### config.mk
export PLATFORM = sky130hd
export DESIGN_NAME = hazard_unit
export DESIGN_NICKNAME = d
export VERILOG_FILES = /design/src/rtl/hazard_pkg.sv /design/src/rtl/hazard_stage_reg.sv /design/src/rtl/hazard_unit.sv
export SDC_FILE = /design/constraint.sdc
export NUM_CORES = 1
export LEC_CHECK = 0
export ABC_AREA = 1
export ABC_CLOCK_PERIOD_IN_PS = 1900
export CAP_MARGIN = 20
export CORE_ASPECT_RATIO = 0.7
export CORE_MARGIN = 1
export CORE_UTILIZATION = 54
export DETAILED_ROUTE_END_ITERATION = 6
export GPL_ROUTABILITY_DRIVEN = 0
export PLACE_DENSITY = 0.8
export SYNTH_ARGS = -nofsm -noshare
export SYNTH_HDL_FRONTEND = slang
export SYNTH_SLANG_ARGS = --single-unit
### constraint.sdc
create_clock -name clk -period 1.9 [get_ports clk]
set_input_delay 0.38 -clock clk [delete_from_list [all_inputs] [get_ports clk]]
set_output_delay 0.38 -clock clk [all_outputs]
set_load 0.03 [all_outputs]
### src/rtl/hazard_pkg.sv
// hazard_pkg
//   Definitions shared by the hazard controller and the control unit:
//   forwarding-select encodings, the "operand not read" Tuse marker,
//   the pipeline stage record and its small helper functions.
package hazard_pkg;

  // Field widths of a stage record.
  localparam int REG_W  = 5;  // register-address width
  localparam int TNEW_W = 2;  // Tuse/Tnew width

  // Forwarding source selects (shared by the D and E stage muxes).
  localparam logic [1:0] FWD_RF = 2'd0;  // register file / ID-EX value
  localparam logic [1:0] FWD_W  = 2'd1;  // W stage result
  localparam logic [1:0] FWD_M  = 2'd2;  // M stage result
  localparam logic [1:0] FWD_E  = 2'd3;  // E stage result (D operands only)

  // Tuse value meaning the operand is not read at all.
  localparam logic [TNEW_W-1:0] TUSE_NONE = 2'd3;

  // One pipeline stage as seen by the hazard logic.
  typedef struct packed {
    logic [REG_W-1:0]  a3;    // destination register
    logic [TNEW_W-1:0] tnew;  // cycles until the result is forwardable
    logic              wr;    // instruction writes the register file
    logic [REG_W-1:0]  rs;    // source register rs
    logic [REG_W-1:0]  rt;    // source register rt
  } stage_rec_t;

  // Decrement with a floor of zero.
  function automatic logic [TNEW_W-1:0] sat_dec(input logic [TNEW_W-1:0] t);
    return (t == '0) ? '0 : t - 1'b1;
  endfunction

  // A write to $0 is discarded by the register file, so it never counts.
  function automatic logic eff_write(input stage_rec_t r);
    return r.wr && (r.a3 != '0);
  endfunction

endpackage

### src/rtl/hazard_stage_reg.sv
// hazard_stage_reg
//   One pipeline stage record register.
//   Ports:
//     clk     in   system clock, rising edge
//     reset   in   asynchronous active-high reset, clears the record
//     clear   in   load a bubble (all-zero record) instead of rec_in
//     rec_in  in   record from the previous stage
//     rec_out out  registered record of this stage
//   DEC_TNEW selects whether tnew is decremented (saturating) on the way in.
module hazard_stage_reg
  import hazard_pkg::*;
#(
  parameter bit DEC_TNEW = 1'b1
) (
  input  logic       clk,
  input  logic       reset,
  input  logic       clear,
  input  stage_rec_t rec_in,
  output stage_rec_t rec_out
);

  stage_rec_t rec_d;
  stage_rec_t rec_q;

  always_comb begin
    rec_d = rec_in;
    if (DEC_TNEW) begin
      rec_d.tnew = sat_dec(rec_in.tnew);
    end
    if (clear) begin
      rec_d = '0;
    end
  end

  always_ff @(posedge clk or posedge reset) begin
    if (reset) begin
      rec_q <= '0;
    end else begin
      rec_q <= rec_d;
    end
  end

  assign rec_out = rec_q;

endmodule

### src/rtl/hazard_unit.sv
// hazard_unit
//   Stall and forwarding controller for the 5-stage MIPS pipeline.
//   Tracks {a3, tnew, wr, rs, rt} for the E, M and W stages and compares
//   them against the D-stage operands and Tuse values.
//   Ports:
//     clk, reset          clock (rising edge), async active-high reset
//     rs_D, rt_D, a3_D    D-stage source and destination addresses
//     regwrite_D          D-stage instruction writes the register file
//     tuse_rs_D/tuse_rt_D cycles until rs/rt are needed (3 = unused)
//     tnew_D              cycles after entering E until result is ready
//     stall               freeze PC and IF/ID, bubble into ID/EX
//     fwd_rs_D/fwd_rt_D   D operand source: 0 RF, 1 W, 2 M, 3 E
//     fwd_rs_E/fwd_rt_E   E operand source: 0 ID/EX, 1 W, 2 M
module hazard_unit
  import hazard_pkg::*;
#(
  parameter int NREG_BITS = REG_W,
  parameter int T_BITS    = TNEW_W
) (
  input  logic                 clk,
  input  logic                 reset,
  input  logic [NREG_BITS-1:0] rs_D,
  input  logic [NREG_BITS-1:0] rt_D,
  input  logic [NREG_BITS-1:0] a3_D,
  input  logic                 regwrite_D,
  input  logic [T_BITS-1:0]    tuse_rs_D,
  input  logic [T_BITS-1:0]    tuse_rt_D,
  input  logic [T_BITS-1:0]    tnew_D,
  output logic                 stall,
  output logic [1:0]           fwd_rs_D,
  output logic [1:0]           fwd_rt_D,
  output logic [1:0]           fwd_rs_E,
  output logic [1:0]           fwd_rt_E
);

  // rec[0] is the D stage (combinational), rec[1..3] are E, M, W.
  stage_rec_t rec [4];
  stage_rec_t rec_e;
  stage_rec_t rec_m;
  stage_rec_t rec_w;
  logic       stall_rs;
  logic       stall_rt;

  assign rec[0] = '{a3: a3_D, tnew: tnew_D, wr: regwrite_D, rs: rs_D, rt: rt_D};

  // E takes tnew straight from D; M and W age it by one each cycle.
  // Only the E register is bubbled on stall; M and W keep draining.
  generate
    for (genvar gi = 0; gi < 3; gi++) begin : g_stage
      hazard_stage_reg #(
        .DEC_TNEW(gi != 0)
      ) u_stage (
        .clk    (clk),
        .reset  (reset),
        .clear  ((gi == 0) ? stall : 1'b0),
        .rec_in (rec[gi]),
        .rec_out(rec[gi+1])
      );
    end
  endgenerate

  assign rec_e = rec[1];
  assign rec_m = rec[2];
  assign rec_w = rec[3];

  // A producer blocks the operand if its result will not be ready by the
  // time the operand is consumed (tuse < tnew).
  function automatic logic op_stall(input logic [REG_W-1:0]  addr,
                                    input logic [TNEW_W-1:0] tuse,
                                    input stage_rec_t        e,
                                    input stage_rec_t        m);
    logic hit_e;
    logic hit_m;
    hit_e = eff_write(e) && (e.a3 == addr) && (tuse < e.tnew);
    hit_m = eff_write(m) && (m.a3 == addr) && (tuse < m.tnew);
    return (tuse != TUSE_NONE) && (addr != '0) && (hit_e || hit_m);
  endfunction

  // A stage can forward only once its result exists (tnew == 0).
  function automatic logic fwd_hit(input logic [REG_W-1:0] addr,
                                   input stage_rec_t       r);
    return eff_write(r) && (r.a3 == addr) && (r.tnew == '0);
  endfunction

  // Youngest producer wins: E over M over W.
  function automatic logic [1:0] fwd_sel_d(input logic [REG_W-1:0] addr,
                                           input stage_rec_t       e,
                                           input stage_rec_t       m,
                                           input stage_rec_t       w);
    if (fwd_hit(addr, e)) return FWD_E;
    if (fwd_hit(addr, m)) return FWD_M;
    if (fwd_hit(addr, w)) return FWD_W;
    return FWD_RF;
  endfunction

  function automatic logic [1:0] fwd_sel_e(input logic [REG_W-1:0] addr,
                                           input stage_rec_t       m,
                                           input stage_rec_t       w);
    if (fwd_hit(addr, m)) return FWD_M;
    if (fwd_hit(addr, w)) return FWD_W;
    return FWD_RF;
  endfunction

  always_comb begin
    stall_rs = op_stall(rs_D, tuse_rs_D, rec_e, rec_m);
    stall_rt = op_stall(rt_D, tuse_rt_D, rec_e, rec_m);
    stall    = stall_rs || stall_rt;

    // Selects are produced even while stalling; the bubble makes them moot.
    fwd_rs_D = fwd_sel_d(rs_D, rec_e, rec_m, rec_w);
    fwd_rt_D = fwd_sel_d(rt_D, rec_e, rec_m, rec_w);
    fwd_rs_E = fwd_sel_e(rec_e.rs, rec_m, rec_w);
    fwd_rt_E = fwd_sel_e(rec_e.rt, rec_m, rec_w);
  end

endmodule

==> results of run 1 <==
==> power by group through the flow <==
stage | Sequential (mW) | Combinational, mW | Clock [mW]
after floorplan | 0.816 | 0.252 | 0
after global placement | 0.842 | 0.360 | 0
after detailed placement | 0.844 | 0.366 | 0
after CTS | 0.836 | 0.406 | 0.525
after global routing | 0.844 | 0.468 | 0.561
final | 0.839 | 0.428 | 0.524
==> worst max-delay path by stage <==
| stage | from | end | slack [ns] | depth (start not counted) |
|---|---|---|---|---|
| final | g_stage[1].u_stage.rec_out[14] | fwd_rs_D[0] | -0.14 | 9 |
| after CTS | g_stage[1].u_stage.rec_out[12] | stall | -0.06 | 8 |
| after floorplan | g_stage[1].u_stage.rec_out[13] | fwd_rt_E[0] | -0.00005 | 7 |
| after detailed placement | rt_D[1] | stall | -0.33 | 9 |
| after global placement | rs_D[4] | fwd_rs_D[0] | -0.29 | 8 |
| after global routing | g_stage[1].u_stage.rec_out[14] | stall | -0.22 | 10 |
==> worst max-delay path, stage by stage (launching register included) <==
cell	delay [ns]
dfrtp_2	0.49
inv_2	0.10
nand2_2	0.05
nand2_1	0.05
nand2_1	0.06
nor2_2	0.17
nand4_1	0.14
nand2_1	0.10
nand2_1	0.07
buf_6	0.14
==> cells by family (layout without fill, tap and decap cells) <==
family | count (synthesis) | in the layout | synth area share [%]
xor gates and xnor gates | 32 | 32 | 13.7
buffers and inverters | 46 | 100 | 10.1
adders and majority gates | 4 | 4 | 2.38
AOI/OAI and AO/OA | 25 | 25 | 6.44
DFF | 34 | 34 | 40.5
and+or+nand+nor | 106 | 106 | 26.9
==> repair_timing <==
action                                  CTS  global route
pin swaps                                19             7
buffers inserted                          5             2
resized for setup                        52             8
hold buffers                              0             0
endpoints found under the setup margin    9             9
==> layer usage <==
layer / part of all wire [%] / global-route usage (%)
met4: 2.5 / 14.7
met1: 44 / 37.7
met3: 5.9 / 5.08
met5: 0 / 0
met2: 47 / 44.3
==> area by class of cell <==
cell class	count	area (µm²)	share of cell area, %
multi-input combinational	167	1180	42.0
sequential	34	861	30.7
inverter	40	150	5.35
clock buffer	6	82.6	2.94
tap	50	62.6	2.23
timing repair buffer	54	473	16.9
==> through the flow <==
step                      power [mW]    TNS (ns)  instances
after floorplan                 1.07  -0.0000464        247
after global placement          1.20       -3.47        338
after detailed placement        1.21       -4.59        338
after CTS                       1.77      -0.181        349
after global routing            1.87       -1.54        351
final                           1.79      -0.747        351
==> placed cells by master, fill, tap and decap left out, types with 2 or more instances in the layout <==
cell / n
a21oi_1: 8
a21oi_2: 4
buf_4: 25
buf_6: 6
clkbuf_8: 6
clkdlybuf4s50_1: 11
dfrtp_1: 26
dfrtp_2: 8
dlygate4sd2_1: 11
ha_4: 4
inv_1: 30
inv_2: 10
nand2_1: 34
nand2_2: 5
nand2_4: 2
nand3_1: 3
nand4_1: 13
nor2_1: 21
nor2_2: 8
nor2_4: 10
nor3_1: 4
o21ai_0: 2
o21ai_1: 2
o22ai_1: 6
xnor2_1: 8
xnor2_2: 3
xor2_1: 21
==> impl_metrics.json, run 1 <==
{
  "status": "finished with violations",
  "violations": "setup timing",
  "post-place-ws_ns": -0.326,
  "grt_pass1_wl_um": 8530,
  "hold_path_depth": 0,
  "core_mm2": 0.00363,
  "peakVddDrop_mv": 0.492,
  "yosys_most_used_dff": "dfrtp_1",
  "synth_nets": 275,
  "place_area_mm2": 0.00253,
  "slew_headroom_pct": 71.6,
  "n_fill_cell": 254,
  "yosysSeqAreaShare_pct": 40.5,
  "required_ns": 1.52,
  "clk_latency_ns": 0.29,
  "finalCritPeriodShare_pct": 107,
  "min_to": "g_stage[1].u_stage.rec_out[10]",
  "viasPerCell": 5.26,
  "min_path_type": "reg -> reg",
  "yosysTopAreaCellShare_pct": 40.5,
  "start_util_pct": 57.9,
  "finClkSkew_ns": 0.00484,
  "fin_area_mm2": 0.00281,
  "wire_per_inst_um": 15.6,
  "drt_pass1_iterations": 4,
  "grtUsageTotal_pct": 28.0,
  "drv_cap": 0,
  "diodes": 0,
  "cp-end-kind": "output pin",
  "pin_count": 33,
  "syn_to_final_growth_pct": 33.7,
  "rr_worst_depth": 12,
  "h-tree-depth": 2,
  "whs_ns": 0.382,
  "syn_area_per_cell_um2": 8.50,
  "ys_ff_latch": 34,
  "io_buffers": 32,
  "power_switching_mw": 0.541,
  "drc": 0,
  "synth_area_leaders": "dfrtp_1 41%, xor2_1 8.8%, inv_1 6.6%, nand2_1 6.6%, nor2_4 5.4%",
  "cp-start-kind": "flop",
  "fin_util_pct": 77.4,
  "cts_buffers": 5,
  "netlist_area_mm2": 0.00210,
  "synth_cells": 247,
  "synth_commonest_cells": "37 x inv_1, 37 x nand2_1, 34 x dfrtp_1",
  "rsz0062_at_grt": "yes",
  "tritoncts": "done",
  "power_frac_comb_pct": 23.9,
  "p_sw_share_pct": 30.2,
  "clock-sinks": 34,
  "yosysTopAreaCell": "dfrtp_1",
  "powerDensity_mw_per_mm2": 638,
  "die_y_um": 54.2,
  "clockBufferDepth": 2,
  "internal_power_mw": 1.25,
  "rows": 18,
  "crit_type": "reg -> out",
  "maxClockFrequency_mhz": 491,
  "p_clk_share_pct": 29.3,
  "min-delay-start": "g_stage[0].u_stage.rec_out[10]",
  "seq_power_share_pct": 46.8,
  "fin_crit_ns": 2.04,
  "p_leak_nw": 1.35,
  "grt_max_degree": 35,
  "reg2reg_from": "g_stage[1].u_stage.rec_out[14]",
  "clkSlewWorstSetupHoldPaths_ns": 0.06,
  "antenna_found_initial": 0,
  "critPathArrivalTime_ns": 1.66,
  "drv_slew": 0,
  "finalHoldViolations": 0,
  "vias": 1848,
  "setup_slack_ns": -0.136,
  "ant_nets": 0,
  "grt_pass1_vias": 1769,
  "finalSetupViolCount": 9,
  "cp_max_fo": 8,
  "r2r_setup_slack_ns": 0.14,
  "dieArea_mm2": 0.00415,
  "hpwl_um": 3790,
  "async_flop_share_pct": 100,
  "synth_edf_count": 0,
  "synth_cell_types": 28,
  "worst_slew_pin_slew_ns": 0.426,
  "die_w_um": 76.5,
  "r2r_end": "g_stage[0].u_stage.rec_out[17]",
  "largest_reg_flops": 34,
  "drive_gt1_share_pct": 32.9,
  "yosys_warnings": 0,
  "overflow": 0,
  "drt_wl_total_um": 5480,
  "drtIter0Drc": 144,
  "root_buffer": "clkbuf_8",
  "fin_nets": 330
}
Note: power is estimated with default switching activity, not from simulation.
==> run 2: changes to the inputs <==
- SLEW_MARGIN: unset -> 20
==> results of run 2 <==
The final DEF is identical to that of run 1; final timing and power are the same.
==> run 3: changes to the inputs <==
- CTS_CLUSTER_DIAMETER: unset -> 40
==> results of run 3 <==
The final DEF is identical to that of run 1; final timing and power are the same.
==> RTL edit 1, RTL diff (settings of run 3) <==
`REG_W`: 5 -> 10.
--- a/src/rtl/hazard_pkg.sv
+++ b/src/rtl/hazard_pkg.sv
@@ -5,7 +5,7 @@
 package hazard_pkg;
 
   // Field widths of a stage record.
-  localparam int REG_W  = 5;  // register-address width
+  localparam int REG_W  = 10;  // register-address width
   localparam int TNEW_W = 2;  // Tuse/Tnew width
 
   // Forwarding source selects (shared by the D and E stage muxes).
Interface: changed (resized a3_D, rs_D and rt_D); port bits go from 33 to 48. No check against the original RTL was run, so the function may have changed too.
==> RTL edit 1 against run 3 <==
  * The run ends with DRC, setup timing left
  * Synthesized area rose by 81%
  * Largest power group unchanged
  * Synthesized cell count rose by 120%
  * Worst setup slack got worse by 0.67 ns
  * Hold slack barely moved
  * Power rose by 110%
  * Cell area rose by 110%
  * Routed wire length rose to 3.5 times the old value
  * Sequential cell count rose by 25
==> RTL edit 1: results (changes against run 3) <==
* DP HPWL at 11100 µm (was 3790 µm)
* Largest net degree at the start of global routing at 60 (was 35)
* FF-to-FF Start: g_stage[1].u_stage.rec_out[27] (was g_stage[1].u_stage.rec_out[14])
* Netlist cell types at 30 (was 28)
* Clock Latency Late Sink at 0.37 ns (was 0.29 ns)
* Total wire length at 19200 µm (was 5480 µm)
* Worst EP arrival at 2.33 ns (was 1.66 ns)
* Pleak at 0.00295 µW (was 0.00135 µW)
* Least-Margin Pin Slew at 0.587 ns (was 0.426 ns)
* Nets@finish at 751 (was 330)
* Syn Nets at 581 (was 275)
* Max incr delay on CP at 0.58 ns (was 0.49 ns)
* Post-route DRC at 425 (was 0)
* Fraction of layout cells with a size suffix above 1 at 38.4% (was 32.9%)
* Tot GR Track Use at 46.3% (was 28.0%)
* 1st-pass router iterations at 7 (was 4)
* Clk slew on worst S/H paths at 0.08 ns (was 0.06 ns)
* Status: finished, violations left (unchanged)
* Clock skew at 0.0111 ns (was 0.00484 ns)
* Number of flip-flops in the largest register at 59 (was 34)
* Most area-consuming cells after synthesis: dfrtp_1, nand2_1, nor2_1, inv_1, xnor2_1 (was dfrtp_1, xor2_1, inv_1, nand2_1, nor2_4)
* PnR worst setup slack at -0.810 ns (was -0.136 ns)
* Vias/cell at 6.62 (was 5.26)
* Critical Path Start: rt_D[2] (was g_stage[1].u_stage.rec_out[14])
* Slowest-stage cell, CP: dlygate4sd2_1 (was dfrtp_2)
* Starting DRC count in detailed routing at 1269 (was 144)
* # setup viols final at 42 (was 9)
* Post-synth top cells: nand2_1, nor2_1, inv_1 (was inv_1, nand2_1, dfrtp_1)
* Violated checks: DRC, setup timing (was setup timing)
* Crit Reg-Reg Endpoint: g_stage[0].u_stage.rec_out[15] (was g_stage[0].u_stage.rec_out[17])
* R2r setup slk at -0.33 ns (was 0.14 ns)
[RTL edit 1: logic make-up after synthesis]
| kind of cell | count (synthesis) | share of synthesized area, % |
|---|---|---|
| fa+ha+maj | 4 | 1.32 |
| simple gates | 294 | 33.2 |
| xor+xnor | 35 | 8.06 |
| flops | 59 | 38.8 |
| buf+inv | 93 | 10.1 |
| compound gates | 53 | 8.43 |
[RTL edit 1: metal layers]
metal  wire length, µm  up-vias  GRT usage, %
met5                 0        -             0
met4              2190        0          32.1
met3              3400      298          17.4
met2              7390      611          65.4
met1              6220     2371          58.9
li1                  -     2061             -
[RTL edit 1: report_power, final]
part	internal [µW]	total [µW]	switching [µW]
clock network	746	1340	594
registers	1320	1440	116
logic	444	1000	556
total	2510	3780	1270
[RTL edit 1: area by class of cell]
class | instances | area [µm²]
inverter | 82 | 313
timing repair buffer | 170 | 1530
sequential | 59 | 1500
fill | 324 | 847
clock inverter | 7 | 98.8
multi-input combinational | 386 | 2260
tap | 94 | 118
clock buffer | 9 | 124
[RTL edit 1: worst min path at each step]
stage                                    from  slack (ns)                        endpoint
2_1_floorplan  g_stage[1].u_stage.rec_out[28]        0.35  g_stage[2].u_stage.rec_out[28]
3_3_place_gp   g_stage[0].u_stage.rec_out[20]        0.36  g_stage[1].u_stage.rec_out[20]
3_5_place_dp   g_stage[0].u_stage.rec_out[20]        0.37  g_stage[1].u_stage.rec_out[20]
4_1_cts        g_stage[0].u_stage.rec_out[20]        0.38  g_stage[1].u_stage.rec_out[20]
5_1_grt        g_stage[0].u_stage.rec_out[20]        0.41  g_stage[1].u_stage.rec_out[20]
6_report                                reset        0.38  g_stage[2].u_stage.rec_out[28]
[RTL edit 1: critical path, delay by kind of cell]
family / cells / cell delay [ns]
buffers and inverters: 2 / 0.78
AND/OR/NAND/NOR: 6 / 0.89
XOR/XNOR: 1 / 0.26
[RTL edit 1: what timing repair did]
item / 4_1_cts / 5_1_grt
setup endpoints to repair: 42 / 42
gates cloned: 1 / 2
buffers inserted: 16 / 16
pin swaps: 30 / 33
gates resized for setup: 90 / 72
hold buffers: 0 / 0
[RTL edit 1: through the flow]
step / cells / TNS, ns / power (µW) / cell area, µm²
floorplan: 538 / -0.0125 / 1770 / 3810
global placement: 760 / -13.53 / 2160 / 5020
detailed placement: 760 / -13.88 / 2190 / 5020
CTS: 792 / -2.63 / 3550 / 5550
global route: 807 / -18.67 / 3870 / 5940
finish: 807 / -13.51 / 3780 / 5940
==> RTL edit 2, RTL diff (flow settings as in run 3) <==
Made on the original files. Make the reset (`reset`) synchronous in one clocked block. Comments in the files are not updated.
--- a/src/rtl/hazard_stage_reg.sv
+++ b/src/rtl/hazard_stage_reg.sv
@@ -32,7 +32,7 @@
     end
   end
 
-  always_ff @(posedge clk or posedge reset) begin
+  always_ff @(posedge clk) begin
     if (reset) begin
       rec_q <= '0;
     end else begin
Function: differs if reset is asserted again (counterexample within 4 cycles, from zero or initial values and one cycle with reset high); with reset held inactive, the same outputs for 10 cycles.
==> RTL edit 2 against run 3 <==
  * The run still ends with setup timing left
  * Power fell by 0.20%
  * Sequential power shrank 6.6%
  * Sequential cell count stayed put
  * Routed wire length grew 2.9%
  * Worst setup slack improved by 0.046 ns
  * Synthesized area shrank 5.5%
  * Non-clock buffer count is 4 higher
  * Cell area shrank 1.5%
  * Critical path depth is 1 lower
  * Highest routed layer unchanged
==> RTL edit 2: results (changes against run 3) <==
* Post-Syn Area at 0.00198 mm² (was 0.00210 mm²)
* PnR worst setup slack at -0.0899 ns (was -0.136 ns)
* Placed Area at 0.00244 mm² (was 0.00253 mm²)
* Worst EP arrival at 1.61 ns (was 1.66 ns)
* Met3 Resource Use GR at 6.92% (was 5.08%)
* 1st-pass router iterations at 5 (was 4)
* Syn Nets at 308 (was 275)
* Met2 usage at 49.4% (was 44.3%)
* Vias/cell at 5.20 (was 5.26)
* Least-Margin Pin Slew at 0.341 ns (was 0.426 ns)
* First-pass GRT wire length at 8590 µm (was 8530 µm)
* R2r setup slk at 0.20 ns (was 0.14 ns)
* Starting DRC count in detailed routing at 122 (was 144)
* Worst hold margin at 0.426 ns (was 0.382 ns)
* Placed cell count at 372 (was 338)
* Multi-In Gates at 186 (was 167)
* Inverter count at 50 (was 40)
* Hold_sp: g_stage[0].u_stage.rec_out[10] (unchanged)
* DRT met1 WL at 2570 µm (was 2420 µm)
* Tot GR Track Use at 31.1% (was 28.0%)
* Max incr delay on CP at 0.33 ns (was 0.49 ns)
* Post-synthesis xor/xnor area fraction at 12.8% (was 13.7%)
* Hold Path Depth at 2 (was 0)
* NonClk Buf Share at 18.6% (was 16.9%)
* Violated checks: setup timing (unchanged)
* Largest net degree at the start of global routing at 19 (was 35)
* Syn Area/Cell at 7.14 µm² (was 8.50 µm²)
* # setup viols final at 7 (was 9)
* Vias in the first global route at 1849 (was 1769)
* Vias post-DR at 2008 (was 1848)
* DP HPWL at 3950 µm (was 3790 µm)
* Compound-Gate Fraction of Synth Area at 6.12% (was 6.44%)
* Filler cell count at 246 (was 254)
* Slowest-stage cell, CP: dlygate4sd2_1 (was dfrtp_2)
* Status: finished, violations left (unchanged)
* Fraction of layout cells with a size suffix above 1 at 31.8% (was 32.9%)
* Met2 wire length at 2590 µm (was 2600 µm)
* Most area-consuming cells after synthesis: dfxtp_1, inv_1, nor2_1, nand2_1, xor2_1 (was dfrtp_1, xor2_1, inv_1, nand2_1, nor2_4)
* Met3 Routed Length at 380 µm (was 325 µm)
* Post-CTS sizing at 48 (was 52)
* Routed WL per cell at 14.6 µm (was 15.6 µm)
* FF-to-FF Start: g_stage[1].u_stage.rec_out[16] (was g_stage[1].u_stage.rec_out[14])
* Crit Reg-Reg Endpoint: g_stage[0].u_stage.rec_out[3] (was g_stage[0].u_stage.rec_out[17])
* Top_reg_cell synth: dfxtp_1 (was dfrtp_1)
* Pre-CTS WS at -0.307 ns (was -0.326 ns)
* Seq/total area at 25.8% (was 30.7%)
* Met1 usage at 41.6% (was 37.7%)
* Non-clk bufs at 58 (was 54)
* Area of the multi-input gates at 0.00117 mm² (was 0.00118 mm²)
* Adder-cell share of the synthesized area at 3.78% (was 2.38%)
* Postcts setup bufs at 4 (was 5)
## RTL edit 2: changes by cell type after synthesis, sizes merged, moves of 3 or more
| cell | change |
|---|---|
| a21oi | -5 |
| dfrtp | -34 |
| dfxtp | +34 |
| inv | +10 |
| nand3 | +14 |
| nand4 | -7 |
| nor2 | +14 |
| nor4 | +3 |
| o21ai | +4 |
| o22ai | -4 |
| xnor2 | +3 |
| xor2 | -6 |
## RTL edit 2: worst max path at each step
| stage | startpoint | to |
|---|---|---|
| finish | rs_D[4] | stall |
| global route | g_stage[2].u_stage.rec_out[17] | fwd_rt_E[0] |
| CTS | g_stage[1].u_stage.rec_out[13] | fwd_rt_E[0] |
| detailed placement | rs_D[4] | g_stage[0].u_stage.rec_out[16] |
| global placement | rt_D[1] | fwd_rt_D[0] |
| floorplan | g_stage[1].u_stage.rec_out[12] | fwd_rs_E[0] |
## RTL edit 2: power breakdown
part           total (µW)  switching (µW)  internal, µW
Clock                 631             265           366
Sequential            784            40.5           744
Combinational         372             199           173
